<file path="src/rtl/cond_predicate_unit.sv">
// cond_predicate_unit
// ID-stage condition evaluator. It holds the NZCV status register and
// evaluates LANES condition codes per cycle. It also runs an IT-style
// sequencer that gives a predicate to each slot of a block of up to IT_MAX
// instructions.
//
// Handshake semantics: this block has no valid/ready pairs. Each control input
// is a single-cycle qualifier that is sampled at the rising clock edge.
// it_start asks for a new block to be loaded. it_advance retires the current
// slot. it_flush aborts the block. Priority is rst > it_flush >
// it_advance/it_start. it_err is a registered one-cycle pulse that reports a
// start request that was rejected.
module cond_predicate_unit #(
  parameter int LANES  = 2,
  parameter int IT_MAX = 4,
  parameter int BYPASS = 1,
  localparam int LW    = $clog2(IT_MAX + 1),
  localparam int IW    = $clog2(IT_MAX)
) (
  input  logic               clk,
  input  logic               rst,
  input  logic               flags_we,
  input  logic [3:0]         flags_in,
  output logic [3:0]         flags_out,
  input  logic [4*LANES-1:0] cond_in,
  output logic [LANES-1:0]   cond_pass,
  input  logic               it_start,
  input  logic [3:0]         it_cond,
  input  logic [LW-1:0]      it_len,
  input  logic [IT_MAX-1:0]  it_te,
  input  logic               it_advance,
  input  logic               it_flush,
  output logic               it_active,
  output logic [LW-1:0]      it_remaining,
  output logic               it_pred,
  output logic               it_err
);

  typedef enum logic {IDLE = 1'b0, ACTIVE = 1'b1} state_t;

  // The FSM state is kept in a named enum register so that checkers can bind to it.
  state_t             state_q, state_d;
  logic [3:0]         flags_q;
  logic [3:0]         cond_q, cond_d;
  logic [IT_MAX-1:0]  te_q, te_d;
  logic [IW-1:0]      idx_q, idx_d;
  logic [LW-1:0]      rem_q, rem_d;
  logic               err_q, err_d;
  logic [3:0]         eff;
  logic [3:0]         slot_cond;
  logic [IT_MAX-1:0]  te_mask;
  logic               start_legal;

  // Condition table. The flags are ordered {N,V,C,Z}. Code F is treated as always.
  function automatic logic cond_eval(input logic [3:0] f, input logic [3:0] c);
    logic n, v, cf, z;
    logic r;
    n  = f[3];
    v  = f[2];
    cf = f[1];
    z  = f[0];
    case (c)
      4'h0:    r = z;
      4'h1:    r = !z;
      4'h2:    r = cf;
      4'h3:    r = !cf;
      4'h4:    r = n;
      4'h5:    r = !n;
      4'h6:    r = v;
      4'h7:    r = !v;
      4'h8:    r = cf && !z;
      4'h9:    r = !cf || z;
      4'hA:    r = (n == v);
      4'hB:    r = (n != v);
      4'hC:    r = !z && (n == v);
      4'hD:    r = z || (n != v);
      default: r = 1'b1;
    endcase
    return r;
  endfunction

  // Effective flags. When bypass is enabled, a write in this cycle is visible to this cycle's evaluations.
  always_comb begin
    eff = flags_q;
    if (BYPASS != 0 && flags_we) eff = flags_in;
  end

  // Per-lane condition evaluation
  always_comb begin
    cond_pass = '0;
    for (int i = 0; i < LANES; i++) begin
      cond_pass[i] = cond_eval(eff, cond_in[4*i +: 4]);
    end
  end

  // A start is legal if the length is in range, slot 0 is Then, and an AL/F base has no Else slot inside the block
  always_comb begin
    te_mask = '0;
    for (int k = 0; k < IT_MAX; k++) begin
      te_mask[k] = (LW'(k) < it_len);
    end
    start_legal = (it_len != '0) && (it_len <= LW'(IT_MAX)) && it_te[0] &&
                  ((it_cond[3:1] != 3'b111) || (&(it_te | ~te_mask)));
  end

  // Condition for the current slot. An Else slot flips the low bit of the code.
  always_comb begin
    slot_cond = te_q[idx_q] ? cond_q : (cond_q ^ 4'b0001);
  end

  // Sequencer next-state logic
  always_comb begin
    state_d = state_q;
    cond_d  = cond_q;
    te_d    = te_q;
    idx_d   = idx_q;
    rem_d   = rem_q;
    err_d   = 1'b0;
    if (it_flush) begin
      state_d = IDLE;
      idx_d   = '0;
      rem_d   = '0;
    end else begin
      case (state_q)
        IDLE: begin
          if (it_start) begin
            if (start_legal) begin
              state_d = ACTIVE;
              cond_d  = it_cond;
              te_d    = it_te;
              idx_d   = '0;
              rem_d   = it_len;
            end else begin
              err_d = 1'b1;
            end
          end
        end
        ACTIVE: begin
          // IT blocks cannot be nested. A start while a block is active is rejected.
          if (it_start) err_d = 1'b1;
          if (it_advance) begin
            if (rem_q == LW'(1)) begin
              state_d = IDLE;
              idx_d   = '0;
              rem_d   = '0;
            end else begin
              idx_d = idx_q + IW'(1);
              rem_d = rem_q - LW'(1);
            end
          end
        end
        default: state_d = IDLE;
      endcase
    end
  end

  // Sequencer registers
  always_ff @(posedge clk) begin
    if (rst) begin
      state_q <= IDLE;
      cond_q  <= '0;
      te_q    <= '0;
      idx_q   <= '0;
      rem_q   <= '0;
      err_q   <= 1'b0;
    end else begin
      state_q <= state_d;
      cond_q  <= cond_d;
      te_q    <= te_d;
      idx_q   <= idx_d;
      rem_q   <= rem_d;
      err_q   <= err_d;
    end
  end

  // Status register
  always_ff @(posedge clk) begin
    if (rst) begin
      flags_q <= '0;
    end else if (flags_we) begin
      flags_q <= flags_in;
    end
  end

  // Outputs
  always_comb begin
    flags_out    = flags_q;
    it_active    = (state_q == ACTIVE);
    it_remaining = rem_q;
    it_err       = err_q;
    it_pred      = (state_q == ACTIVE) ? cond_eval(eff, slot_cond) : 1'b1;
  end

endmodule

</file>
<file path="config.mk">
export PLATFORM = sky130hd
export DESIGN_NAME = cond_predicate_unit
export DESIGN_NICKNAME = d
export VERILOG_FILES = /design/src/rtl/cond_predicate_unit.sv
export SDC_FILE = /design/constraint.sdc
export NUM_CORES = 1
export LEC_CHECK = 0
export ABC_CLOCK_PERIOD_IN_PS = 2440
export CAP_MARGIN = 40
export CORE_AREA = 2 2 56 58
export CTS_CLUSTER_DIAMETER = 80
export DETAILED_ROUTE_END_ITERATION = 10
export DIE_AREA = 0 0 58 60
export HOLD_SLACK_MARGIN = 0.12
export MAX_ROUTING_LAYER = met4
export PLACE_DENSITY = 0.76
export SLEW_MARGIN = 20
export SYNTH_ARGS = -nofsm -noshare
export SYNTH_HDL_FRONTEND = slang
export SYNTH_SLANG_ARGS = --single-unit
</file>
<file path="constraint.sdc">
create_clock -name clk -period 2.44 [get_ports clk]
set_input_delay 0.488 -clock clk [delete_from_list [all_inputs] [get_ports clk]]
set_output_delay 0.488 -clock clk [all_outputs]
set_load 0.1 [all_outputs]
</file>
==> metrics.txt <==
# TYPE chip_impl_metric gauge
chip_impl_metric{name="first_global_vias",unit=""} 1265
chip_impl_metric{name="worst_skew",unit="ps"} 4.639
chip_impl_metric{name="least_margin_pin_slew",unit="ps"} 400.4
chip_impl_info{name="cts_tree",value="yes"} 1
chip_impl_metric{name="synth-seq-cells",unit=""} 19
chip_impl_metric{name="finalSetupViolCount",unit=""} 3
chip_impl_metric{name="fmax",unit="GHz"} 0.3783
chip_impl_info{name="status",value="finished, violations left"} 1
chip_impl_metric{name="detailedRoute.firstIterationViolations",unit=""} 36
chip_impl_metric{name="io_pins",unit=""} 41
chip_impl_metric{name="irDropWorstVdd",unit="mV"} 0.3390
chip_impl_info{name="clock_tree_root_driver_cell",value="sky130_fd_sc_hd__clkbuf_4"} 1
chip_impl_metric{name="pin_count_of_the_biggest_net_entering_global_routing",unit=""} 13
chip_impl_metric{name="postRouteAntennaNets",unit=""} 0
chip_impl_metric{name="port_buffers",unit=""} 40
chip_impl_metric{name="cts_max_path_buffers",unit=""} 2
chip_impl_metric{name="multi_input_comb_area",unit="sq um"} 928.4
chip_impl_metric{name="hold_violations_final",unit=""} 0
chip_impl_metric{name="netlist.area_leader.share",unit="%"} 30.68
chip_impl_metric{name="globalRoute.totalOverflow",unit=""} 0
chip_impl_metric{name="hold_path_depth",unit=""} 2
chip_impl_metric{name="power_switching",unit="uW"} 303.1
chip_impl_metric{name="regToRegSetupSlack",unit="ps"} 810
chip_impl_metric{name="yosys_warnings",unit=""} 0
chip_impl_metric{name="cts_sinks",unit=""} 19
chip_impl_metric{name="numPlacedInstances",unit=""} 225
chip_impl_metric{name="place_congestion",unit=""} 0.9051
chip_impl_metric{name="maxSlewHeadroom",unit="%"} 73.30
chip_impl_metric{name="period_share",unit="%"} 108.3
chip_impl_metric{name="synth-edff-count",unit=""} 0
chip_impl_metric{name="die_width",unit="microns"} 58
chip_impl_metric{name="synth_area_per_cell",unit="sq um"} 8.794
chip_impl_info{name="synth_top_cell_by_area",value="sky130_fd_sc_hd__dfxtp_1"} 1
chip_impl_metric{name="clock_power_share",unit="%"} 18.3
chip_impl_metric{name="seq_area_frac_synth",unit="%"} 30.68
chip_impl_metric{name="clock_tree.htree_level_count",unit=""} 1
chip_impl_metric{name="grtUsageTotal",unit="%"} 21.55
chip_impl_metric{name="dp.final_hpwl",unit="mm"} 2.711
chip_impl_metric{name="ant_diodes",unit=""} 0
chip_impl_metric{name="std_cell_rows",unit=""} 20
chip_impl_info{name="endpoint_kind",value="output port"} 1
chip_impl_metric{name="layout.nets",unit=""} 235
chip_impl_metric{name="clock_latency",unit="ps"} 290
chip_impl_metric{name="post_route_cells_drive_above_1_share",unit="%"} 33.50
chip_impl_metric{name="final-max-slew-violation-count",unit=""} 0
chip_impl_metric{name="layoutNonFillerInstCount",unit=""} 236
chip_impl_metric{name="total_of_hold_buffers_inserted_after_clock_tree_synthesis",unit=""} 0
chip_impl_info{name="min_from",value="te_q[0]"} 1
chip_impl_metric{name="wire_length_of_the_first_global_routing_pass",unit="mm"} 5.589
chip_impl_metric{name="sequential_area",unit="sq um"} 396.6
chip_impl_info{name="holdPathEnd",value="te_q[0]"} 1
chip_impl_metric{name="design.die.area",unit="sq um"} 3480
chip_impl_metric{name="route.detailed.wl_per_inst",unit="microns"} 14.49
chip_impl_metric{name="worst-r2r-cell-count",unit=""} 4
chip_impl_metric{name="syn_inst_count",unit=""} 141
chip_impl_metric{name="chipHeight",unit="microns"} 60
chip_impl_metric{name="fin_setup_tns",unit="ps"} -502.7
chip_impl_metric{name="coreArea",unit="sq um"} 2903
chip_impl_metric{name="detail_route.drc_violations",unit=""} 0
chip_impl_info{name="yosys-top-cells-area",value="sky130_fd_sc_hd__dfxtp_1 31%, sky130_fd_sc_hd__mux2i_1 11%, sky130_fd_sc_hd__nor2_1 8.8%, sky130_fd_sc_hd__mux4_1 6.4%, sky130_fd_sc_hd__xnor2_1 4.2%"} 1
chip_impl_info{name="critPathLaunchType",value="flip-flop"} 1
chip_impl_info{name="timing.hold.worst.class",value="reg2reg"} 1
chip_impl_info{name="synth_flop_cell",value="sky130_fd_sc_hd__dfxtp_1"} 1
chip_impl_metric{name="detailedRoute.firstPassIterationCount",unit=""} 4
chip_impl_info{name="rsz0062_at_grt",value="true"} 1
chip_impl_info{name="critical_path.reg2reg.endpoint",value="idx_q[1]"} 1
chip_impl_metric{name="switching_share_of_total_power",unit="%"} 35.64
chip_impl_metric{name="power_report.internal_total",unit="uW"} 547.2
chip_impl_metric{name="synthDistinctLibCells",unit=""} 36
chip_impl_metric{name="floorplan.initialDensity",unit="%"} 42.72
chip_impl_metric{name="min_period",unit="ps"} 2643
chip_impl_metric{name="synth_nets",unit=""} 172
chip_impl_info{name="failed_checks",value="setup timing"} 1
chip_impl_metric{name="total_power",unit="uW"} 850.3
chip_impl_metric{name="cts_clock_pin_slew_for_the_worst_setup_and_hold_paths",unit="ps"} 110
chip_impl_metric{name="drt-total-wl",unit="mm"} 3.419
chip_impl_metric{name="power_per_cell_area",unit="nW/um^2"} 425.6
chip_impl_metric{name="fill_count",unit=""} 241
chip_impl_metric{name="critPathArrivalTime",unit="ps"} 2160
chip_impl_metric{name="max_fo_critical_path",unit=""} 3
chip_impl_metric{name="syn_to_final_growth",unit="%"} 61.15
chip_impl_metric{name="p_seq_share",unit="%"} 38.7
chip_impl_metric{name="route.detailed.vias_per_inst",unit=""} 5.318
chip_impl_metric{name="layout_setup_ws",unit="ps"} -203.1
chip_impl_metric{name="data_required_time_at_the_worst_endpoint",unit="ps"} 1950
chip_impl_metric{name="tritoncts.num_buffers",unit=""} 3
chip_impl_metric{name="grt_antenna_before_repair",unit=""} 0
chip_impl_metric{name="leakagePower",unit="uW"} 0.0007750
chip_impl_info{name="crit_type",value="reg2out"} 1
chip_impl_metric{name="p_comb_share",unit="%"} 43.0
chip_impl_info{name="r2r-start",value="it_active"} 1
chip_impl_metric{name="mappedNetlistArea",unit="sq um"} 1240
chip_impl_metric{name="vias",unit=""} 1255
chip_impl_metric{name="asyncSetResetFlopFracSynth",unit="%"} 0
chip_impl_metric{name="max_cap_viol_count",unit=""} 0
chip_impl_metric{name="finalHoldWorstSlack",unit="ps"} 500.8
==> cells in the final DEF (no fill, tap or decap), drive strengths merged, types with 7 or more instances in the layout <==
cell / instances
clkdlybuf4s50: 21
xnor2: 7
nor2: 29
buf: 34
nand2: 8
mux2i: 14
a21oi: 9
dfxtp: 19
inv: 8
==> per-stage QoR <==
| stage | instance area (sq um) | util, % | worst slack, ps |
|---|---|---|---|
| floorplan | 1272 | - | -908.0 |
| global placement | 1808 | 62.28 | -554.6 |
| detailed placement | 1808 | 62.28 | -642.3 |
| CTS | 1981 | 68.23 | -235.4 |
| global route | 1998 | 68.84 | -322.8 |
| finish | 1998 | 68.84 | -203.1 |
==> worst max-delay path by stage <==
stage,start,endpoint,slack [ps],cells past startpoint
detailed placement,flags_we,cond_pass[0],-640,9
global placement,flags_we,cond_pass[0],-550,9
finish,idx_q[1],it_pred,-200,7
floorplan,flags_we,it_pred,-910,5
CTS,idx_q[1],it_pred,-240,7
global route,idx_q[1],it_pred,-320,7
==> layer usage <==
metal  routed length (microns)  up-vias  track usage (%)
met3                       164        4            1.515
li1                          -      626                -
met4                        33        0            6.977
met1                      1385      591            24.63
met5                         0        -                -
met2                      1835       34            39.94
==> worst max-delay path, stage by stage (launching register included) <==
cell                       delay (ps)
sky130_fd_sc_hd__dfxtp_2          370
sky130_fd_sc_hd__mux4_2           560
sky130_fd_sc_hd__xnor2_4          220
sky130_fd_sc_hd__xnor2_1          140
sky130_fd_sc_hd__nand3b_1         100
sky130_fd_sc_hd__o211ai_1         100
sky130_fd_sc_hd__o211ai_1         160
sky130_fd_sc_hd__buf_12           210
==> registers in the layout, summed over array words and instances, names as in the netlist <==
signal	count
idx_q	2
it_active	1
flags_out	4
cond_q	4
te_q	4
it_err	1
it_remaining	3
==> synthesized netlist by cell type (3+ instances only) <==
cell	count
sky130_fd_sc_hd__nor2_1	29
sky130_fd_sc_hd__dfxtp_1	19
sky130_fd_sc_hd__mux2i_1	14
sky130_fd_sc_hd__a21oi_1	9
sky130_fd_sc_hd__inv_1	8
sky130_fd_sc_hd__nand2_1	8
sky130_fd_sc_hd__xnor2_1	6
sky130_fd_sc_hd__nor2b_1	5
sky130_fd_sc_hd__mux4_1	3
sky130_fd_sc_hd__nand3b_1	3
sky130_fd_sc_hd__o21ai_0	3
==> repair_timing <==
| item | in CTS | in global routing |
|---|---|---|
| gates resized for setup | 39 | 2 |
| endpoints found under the setup margin | 3 | 3 |
| pin swaps | 3 | 0 |
| gates cloned | 1 | 0 |
| buffers inserted | 5 | 1 |
==> layout make-up <==
type	instances	share of cell area, %
inverters	8	1.503
well taps	33	2.066
multi-input cells	111	46.46
clock inverters	1	0.2505
clock buffers	3	1.127
flip-flops and latches	19	19.85
repair buffers	61	28.74
==> kinds of logic (layout without fill, tap and decap cells) <==
kind of cell               after synthesis  after routing  synth area share, %
DFF                                     19             19                30.68
AOI/OAI and AO/OA                       27             27                14.53
buffers and inverters                   11             73                3.936
muxes                                   18             18                19.48
xor gates and xnor gates                 9              9                6.963
adders and majority gates                2              2                2.018
and+or+nand+nor                         55             55                22.40
==> power groups by stage <==
stage               Clock [uW]  Combinational (uW)  Sequential [uW]
detailed placement           0                 322              335
global placement             0                 314              334
finish                     156                 365              329
floorplan                    0                 147              378
global route               174                 386              332
CTS                        162                 360              329
Power figures use the tool's default switching activity.
